[src/rtl/mandelbrot_pixel_packer.sv]
// Paces the mandelbrot engine, packs two 4-bit pixels per byte, streams via FIFO.
// Optional in-set pixel counter: define MANDEL_PIX_STATS_EN.
module mandelbrot_pixel_packer #(
  parameter int FIFO_DEPTH = 4
`ifdef MANDEL_PIX_STATS_EN
  , parameter int STAT_WIDTH = 17
`endif
) (
  input  logic       clk,
  input  logic       rst_n,
  input  logic       start,
  output logic       busy,
  output logic       frame_done,
  output logic       eng_run,
  input  logic       eng_running,
  input  logic       eng_finished,
  input  logic [3:0] eng_ctr,
  output logic [7:0] m_data,
  output logic       m_valid,
  input  logic       m_ready,
  output logic       m_first,
  output logic       m_last
`ifdef MANDEL_PIX_STATS_EN
  , output logic [STAT_WIDTH-1:0] stat_count
`endif
);

  localparam int AW = $clog2(FIFO_DEPTH);
  localparam logic [AW:0] FULL = (AW+1)'(FIFO_DEPTH);

  typedef enum logic [1:0] {
    IDLE, ISSUE, WAIT_RUN, WAIT_DONE
  } state_t;

  state_t state, state_nx;

  logic          running_d;
  logic          done_pix;
  logic          cap;
  logic          push;
  logic          pop;
  logic          start_acc;
  logic          half;
  logic          first_pend;
  logic [3:0]    held;
  logic [9:0]    push_word;
  logic [9:0]    rd_word;
  logic [9:0]    mem [FIFO_DEPTH];
  logic [AW-1:0] wr_ptr;
  logic [AW-1:0] rd_ptr;
  logic [AW:0]   count;

  assign done_pix  = running_d & ~eng_running;
  assign cap       = (state == WAIT_DONE) & done_pix;
  assign push      = cap & (half | eng_finished);
  assign pop       = m_valid & m_ready;
  assign start_acc = (state == IDLE) & start;
  assign busy      = (state != IDLE);

  assign push_word = {half ? {eng_ctr, held} : {4'h0, eng_ctr},
                      first_pend, eng_finished};

  // Outputs gated so an empty FIFO presents all zeros
  assign m_valid = (count != '0);
  assign rd_word = m_valid ? mem[rd_ptr] : '0;
  assign m_data  = rd_word[9:2];
  assign m_first = rd_word[1];
  assign m_last  = rd_word[0];

  always_comb begin
    state_nx = state;
    eng_run  = 1'b0;
    unique case (state)
      IDLE: if (start) state_nx = ISSUE;
      ISSUE: begin
        eng_run = (count < FULL);
        if (eng_run) state_nx = WAIT_RUN;
      end
      WAIT_RUN: if (eng_running) state_nx = WAIT_DONE;
      WAIT_DONE: begin
        if (done_pix) state_nx = eng_finished ? IDLE : ISSUE;
      end
      default: state_nx = IDLE;
    endcase
  end

  always_ff @(posedge clk or negedge rst_n) begin
    if (!rst_n) begin
      state      <= IDLE;
      running_d  <= 1'b0;
      half       <= 1'b0;
      held       <= 4'h0;
      first_pend <= 1'b0;
      frame_done <= 1'b0;
    end else begin
      state      <= state_nx;
      running_d  <= eng_running;
      frame_done <= cap & eng_finished;
      if (start_acc)
        first_pend <= 1'b1;
      else if (push)
        first_pend <= 1'b0;
      if (cap) begin
        if (half) begin
          half <= 1'b0;
        end else if (!eng_finished) begin
          half <= 1'b1;
          held <= eng_ctr;
        end
      end
    end
  end

  always_ff @(posedge clk or negedge rst_n) begin
    if (!rst_n) begin
      wr_ptr <= '0;
      rd_ptr <= '0;
      count  <= '0;
    end else begin
      if (push) wr_ptr <= wr_ptr + 1'b1;
      if (pop)  rd_ptr <= rd_ptr + 1'b1;
      unique case ({push, pop})
        2'b10:   count <= count + 1'b1;
        2'b01:   count <= count - 1'b1;
        default: count <= count;
      endcase
    end
  end

  // Storage needs no reset; reads are masked by m_valid
  always_ff @(posedge clk) begin
    if (push) mem[wr_ptr] <= push_word;
  end

`ifdef MANDEL_PIX_STATS_EN
  always_ff @(posedge clk or negedge rst_n) begin
    if (!rst_n)
      stat_count <= '0;
    else if (start_acc)
      stat_count <= '0;
    else if (cap && eng_ctr == 4'hF && stat_count != '1)
      stat_count <= stat_count + 1'b1;
  end
`endif

endmodule
[config.mk]
export PLATFORM = sky130hd
export DESIGN_NAME = mandelbrot_pixel_packer
export DESIGN_NICKNAME = d
export VERILOG_FILES = /design/src/rtl/mandelbrot_pixel_packer.sv
export SDC_FILE = /design/constraint.sdc
export NUM_CORES = 1
export LEC_CHECK = 0
export CORE_MARGIN = 4
export CORE_UTILIZATION = 40
export CTS_CLUSTER_DIAMETER = 100
export DETAILED_ROUTE_END_ITERATION = 7
export PLACE_DENSITY = 0.64
export REMOVE_ABC_BUFFERS = 1
export SYNTH_ARGS = -nofsm -noshare
export SYNTH_HDL_FRONTEND = slang
export SYNTH_SLANG_ARGS = --single-unit
[constraint.sdc]
create_clock -name clk -period 2.44 [get_ports clk]
set_input_delay 0.244 -clock clk [delete_from_list [all_inputs] [get_ports clk]]
set_output_delay 0.244 -clock clk [all_outputs]
set_load 0.05 [all_outputs]
==> metrics.txt, run 1 <==
Avg Inst Size Synth 16.9 um^2; # diodes 0; WP buf/inv 2; Max VDD drop 0.592 mV; crit-path max cell delay 0.81 ns; final hold viol count 0; Final HPWL DP 3020 um; placed cell area 2850 um^2; row count 28; post-synthesis mux area share 14.2%; largest family of logic cells by synthesized area multiplexers; Synth Area in XOR/XNOR 2.08%; max cap viols 0; 1st-iter DRT viols 41; Leak 0.00119 uW; post-synthesis sequential area ratio 64.5%; Die Area 7640 um^2; overall routing resource usage 12.9%; global-route wire length before repair 6940 um; Boundary Pins 24; setup TNS 0 ns; layout cells sized above 1 28.3%; H-tree levels 3; drt wl/cell 16.5 um; vias per cell 4.89; slew at the pin closest to its max-slew limit 0.819 ns; Synth Cell Area 2520 um^2; f_max 448 MHz; clock buffer depth 2; fin nets 207; post-synthesis simple-gate area fraction 9.22%; Layout Utilization 50.6%; RSZ-0062 raised after global routing no; core area 6030 um^2; clock slew at reported path FFs 0.06 ns; Congestion Overflow GR 0; Power Total 3940 uW; Post-Route WL 4400 um; Initial Utilization 41.9%; root buf cell clkbuf_8; Slew Viols, Final 0; Layout area overhead 20.8%; Slew HR 45.3%; CTS buffer count 9; IO buf count 23; largest fanout on the critical path 5; critical-path cell list inv_1 > ha_1 > nor2b_1 > clkdlybuf4s50_1; Cell Pwr Density 1290 nW/um^2; crit path max-delay cell type clkdlybuf4s50_1; run status finished, final reports clean; largest net degree at the start of global routing 18; crit path DAT 1.99 ns; synth warn 0; Die Height 87.4 um; family with the most delay on the worst path buffers and inverters; postcts setup bufs 0; DRC Markers 0; final setup vio count 0; GPL Wtd Cong 0.712; Yosys reg bits 57; vias in the first global route 1380; area fraction in compound gates after synthesis 1.93%; CTS tree yes; Worst Setup End Kind output pin; required time of the critical path 2.20 ns; Mapped Cells 149; worst min path class input pin to asynchronous set/reset pin; Hold WS 0.393 ns; clock latency on the worst-skew pair 0.32 ns; Initial DRT Pass Iterations 4; post-route ant nets 0; CP Launch Type flip-flop; clk sinks 57; synth unique cells 31; Vias 1300; design area 3050 um^2; Worst Setup Path Type flip-flop to output pin; Post-Synth Adder-Cell Area 5.75%; Chip Width 87.4 um; initial antenna violation count 0; min cycle time layout 2.23 ns; Clock Skew 0.00429 ns; fin crit share 91.5%
==> repair_timing <==
| action | in CTS | in global routing |
|---|---|---|
| setup endpoints to repair | 0 | 3 |
| hold buffers | 0 | 0 |
| resized for setup | 0 | 1 |
==> power breakdown <==
| group | leakage (uW) | internal, uW | switching [uW] |
|---|---|---|---|
| sequential | 0.000566 | 1250 | 209 |
| clock | 0.000101 | 523 | 341 |
| combinational | 0.000525 | 697 | 924 |
==> per-layer routing <==
layer  GRT usage [%]  share of wire [%]  up-vias
met2            21.7                 53       28
met5               0                  0        -
met3            3.31                4.3        8
met4            7.95                1.7        0
met1            14.5                 41      646
li1                -                  -      618
==> cells in the mapped netlist, drive strengths merged <==
cell type  count  area [um^2]
and2          21          134
ha            10          125
and3b          2         18.8
edfxtp        40         1200
o21ai          1         5.00
mux2i          1         10.0
a211oi         1         7.51
inv            9         33.8
a22o           1         8.76
nand2          4         15.0
nand3b         1         7.51
nand3          1         5.00
nor2b          3         18.8
mux2          10          116
clkbuf         1         3.75
buf            3         21.3
or3            1         6.26
nand2b         1         13.8
mux4          10          233
dfrtp         17          425
fa             1         20.0
a2111oi        1         27.5
xnor2          3         26.3
nor2           3         13.8
xor2           3         26.3
==> layout make-up <==
| type | instances | area, um^2 |
|---|---|---|
| multi-input cells | 79 | 838 |
| clock inverters | 3 | 38.8 |
| clock buffers | 13 | 159 |
| inverters | 9 | 33.8 |
| fillers | 524 | 2980 |
| repair buffers | 30 | 258 |
| well taps | 75 | 93.8 |
| flip-flops and latches | 57 | 1630 |
==> cell usage in the layout (no fill, tap or decap), types with 2 or more instances in the layout <==
cell and n:
dfrtp_1 16, mux2_2 9, mux4_2 8, nor2b_1 3, nand2_1 4, nor2_1 2
clkbuf_8 11, and2_1 20, xnor2_1 3, xor2_1 3, buf_4 17, ha_1 10
mux4_1 2, clkdlybuf4s50_1 13, inv_1 9, clkbuf_1 2, edfxtp_1 40
==> flip-flops by register name, summed over array words and instances (netlist names) <==
signal / flops
held: 4
state: 2
rd_ptr: 2
first_pend: 1
wr_ptr: 2
count: 3
frame_done: 1
mem: 40
half: 1
running_d: 1
==> kinds of logic after synthesis <==
logic type	count (synthesis)
multiplexers	21
AND/OR/NAND/NOR	37
flip-flops	57
AO/OA/AOI/OAI	4
adder cells (fa/ha/maj)	11
XOR/XNOR	6
buffers and inverters	13
==> through the flow <==
| stage | cells | setup slack (ns) |
|---|---|---|
| after global placement | 250 | 0.281 |
| after floorplan | 145 | 0.237 |
| after global routing | 266 | 0.0331 |
| final | 266 | 0.206 |
| after detailed placement | 250 | 0.148 |
| after CTS | 266 | 0.0426 |
==> final timing paths <==
path | from | to | slack, ns | cells past startpoint
min in group clk | eng_running | running_d | 0.46 | 1
min | rst_n | state[0] | 0.39 | 1
max | state[1] | eng_run | 0.21 | 4
max reg2reg | state[1] | count[1] | 0.29 | 8
min reg2reg | count[0] | count[0] | 0.50 | 1
max in group asynchronous | rst_n | rd_ptr[0] | 1.49 | 1
Power figures use the tool's default switching activity.
==> run 2, diff against run 1 <==
Settings changed: CORE_MARGIN 4 to 2.
==> metrics.txt, run 2 (synthesis results as in run 1) <==
Hold Buf Count CTS 0 (unchanged); Clock Skew 0.00496 ns (+0.000667 ns); vias per cell 4.98 (+1.8%); Largest Register mem; clock buffer depth 2 (unchanged); Reg area 1630 um^2 (unchanged); largest net degree at the start of global routing 18 (unchanged); Largest register FFs 40 (unchanged); Final HPWL DP 3040 um (+0.74%); final setup vio count 0 (unchanged); worst r2r path cells 8 (unchanged); setup TNS 0 ns (unchanged); Power Total 3910 uW (-0.87%); GPL Wtd Cong 0.688 (-3.4%); clock latency on the worst-skew pair 0.33 ns (about the same); Layout area overhead 20.2%; Worst Setup End Kind output pin; RR Startpoint state[1]; Boundary Pins 24 (unchanged); row count 28 (unchanged); CTS buffer count 9 (unchanged); IO buf count 23 (unchanged); Post-Route WL 4420 um (+0.43%); placed cell area 2840 um^2 (-0.26%); 1st-iter DRT viols 57 (+39%); required time of the critical path 2.20 ns (about the same); Fill cells 514 (-1.9%); CP Launch Type flip-flop; Die Height 83.4 um (-4.6%); Regs by FF count mem (40), held (4), count (3); largest fanout on the critical path 5 (unchanged); Chip Width 83.4 um (-4.6%); core area 6030 um^2 (unchanged); global-route wire length before repair 7210 um (+3.9%); drt wl/cell 16.7 um (+0.81%); run status finished, final reports clean; Slew HR 44.0% (-1.2 points); Worst Setup Path Type flip-flop to output pin; Initial DRT Pass Iterations 4 (unchanged); Initial Utilization 41.9% (unchanged); most frequent cells in the layout 40 x edfxtp_1, 20 x and2_1, 16 x dfrtp_1, 16 x buf_4, 13 x clkdlybuf4s50_1; postcts setup bufs 0 (unchanged); Critical R2R Capture count[1]; worst min path class input pin to asynchronous set/reset pin; post-route ant nets 0 (unchanged); Die Area 6960 um^2 (-8.9%); design area 3030 um^2 (-0.53%); CTS tree yes; f_max 447 MHz (-0.26%); vias in the first global route 1438 (+4.2%); root buf cell clkbuf_8; clock slew at reported path FFs 0.06 ns (about the same); initial antenna violation count 0 (unchanged); Vias 1319 (+1.5%); crit path DAT 2.00 ns (about the same); H-tree levels 3 (unchanged); Slew Viols, Final 0 (unchanged); clk sinks 57 (unchanged); commonest non-fill, non-tap cell in the layout edfxtp_1; overall routing resource usage 14.1% (+1.2 points); fin nets 206 (-0.48%); slew at the pin closest to its max-slew limit 0.837 ns (+0.0183 ns); max cap viols 0 (unchanged); # diodes 0 (unchanged); r2r setup slk 0.30 ns (about the same); post-CTS sizing 0 (unchanged); RSZ-0062 raised after global routing no; final hold viol count 0 (unchanged); area of the multi-input gates 838 um^2 (unchanged); layout cells sized above 1 27.9% (-0.38 points); DRC Markers 0 (unchanged); fin crit share 91.8% (+0.24 points); Congestion Overflow GR 0 (unchanged); min cycle time layout 2.24 ns (+0.00581 ns); Cell Pwr Density 1290 nW/um^2 (-0.34%); Leak 0.00118 uW (-0.73%); Max VDD drop 0.646 mV (+9.1%)
run 2: cell types whose count changed in the layout (fill, tap and decap cells not counted):
cell and delta:
clkbuf_8 -1, clkinv_2 +1, buf_4 -1
run 2: final cells by class:
cell class              instances  share of cell area, %
inverters                       9                   1.11
repair buffers                 29                   8.25
well taps                      75                   3.09
multi-input cells              79                   27.6
clock inverters                 4                   1.44
clock buffers                  12                   4.79
flip-flops and latches         57                   53.7
run 2: report_power, final:
part,switching (uW),internal (uW)
clock,349,493
sequential,210,1250
combinational,914,695
total,1470,2440
run 2: critical path, cell delays in order, from the launching register on:
cell and delay, ns:
dfrtp_1 0.42, inv_1 0.12, ha_1 0.16, nor2b_1 0.14, clkdlybuf4s50_1 0.81
run 2: how the worst max path moves through the flow:
stage / start / endpoint / slack [ns] / depth (start not counted)
floorplan: count[1] / count[1] / 0.24 / 6
global placement: eng_running / count[2] / 0.28 / 10
detailed placement: eng_running / count[1] / 0.19 / 8
CTS: rd_ptr[0] / m_data[4] / 0.0009 / 3
global route: state[1] / count[1] / 0.04 / 8
finish: state[1] / eng_run / 0.20 / 4
run 2: per-layer routing:
metal | vias up | GRT usage (%) | wire [um]
met1 | 652 | 16.9 | 1860
met2 | 37 | 22.5 | 2230
li1 | 618 | - | -
met5 | - | 0 | 0
met3 | 12 | 4.37 | 225
met4 | 0 | 7.92 | 107
run 2: metrics by stage:
stage | util [%] | std cells | setup WS [ns] | hold WS [ns]
2_1_floorplan | - | 145 | 0.237 | -0.0516
3_3_place_gp | 47.2 | 249 | 0.279 | 0.480
3_5_place_dp | 47.2 | 249 | 0.186 | 0.485
4_1_cts | 50.3 | 265 | 0.000920 | 0.398
5_1_grt | 50.3 | 265 | 0.0395 | 0.446
6_report | 50.3 | 265 | 0.201 | 0.389
==> run 3, diff against run 2 <==
Settings changed: CTS_CLUSTER_SIZE set to 24.
==> results of run 3 <==
Final layout, timing and power as in run 2 (identical DEF).
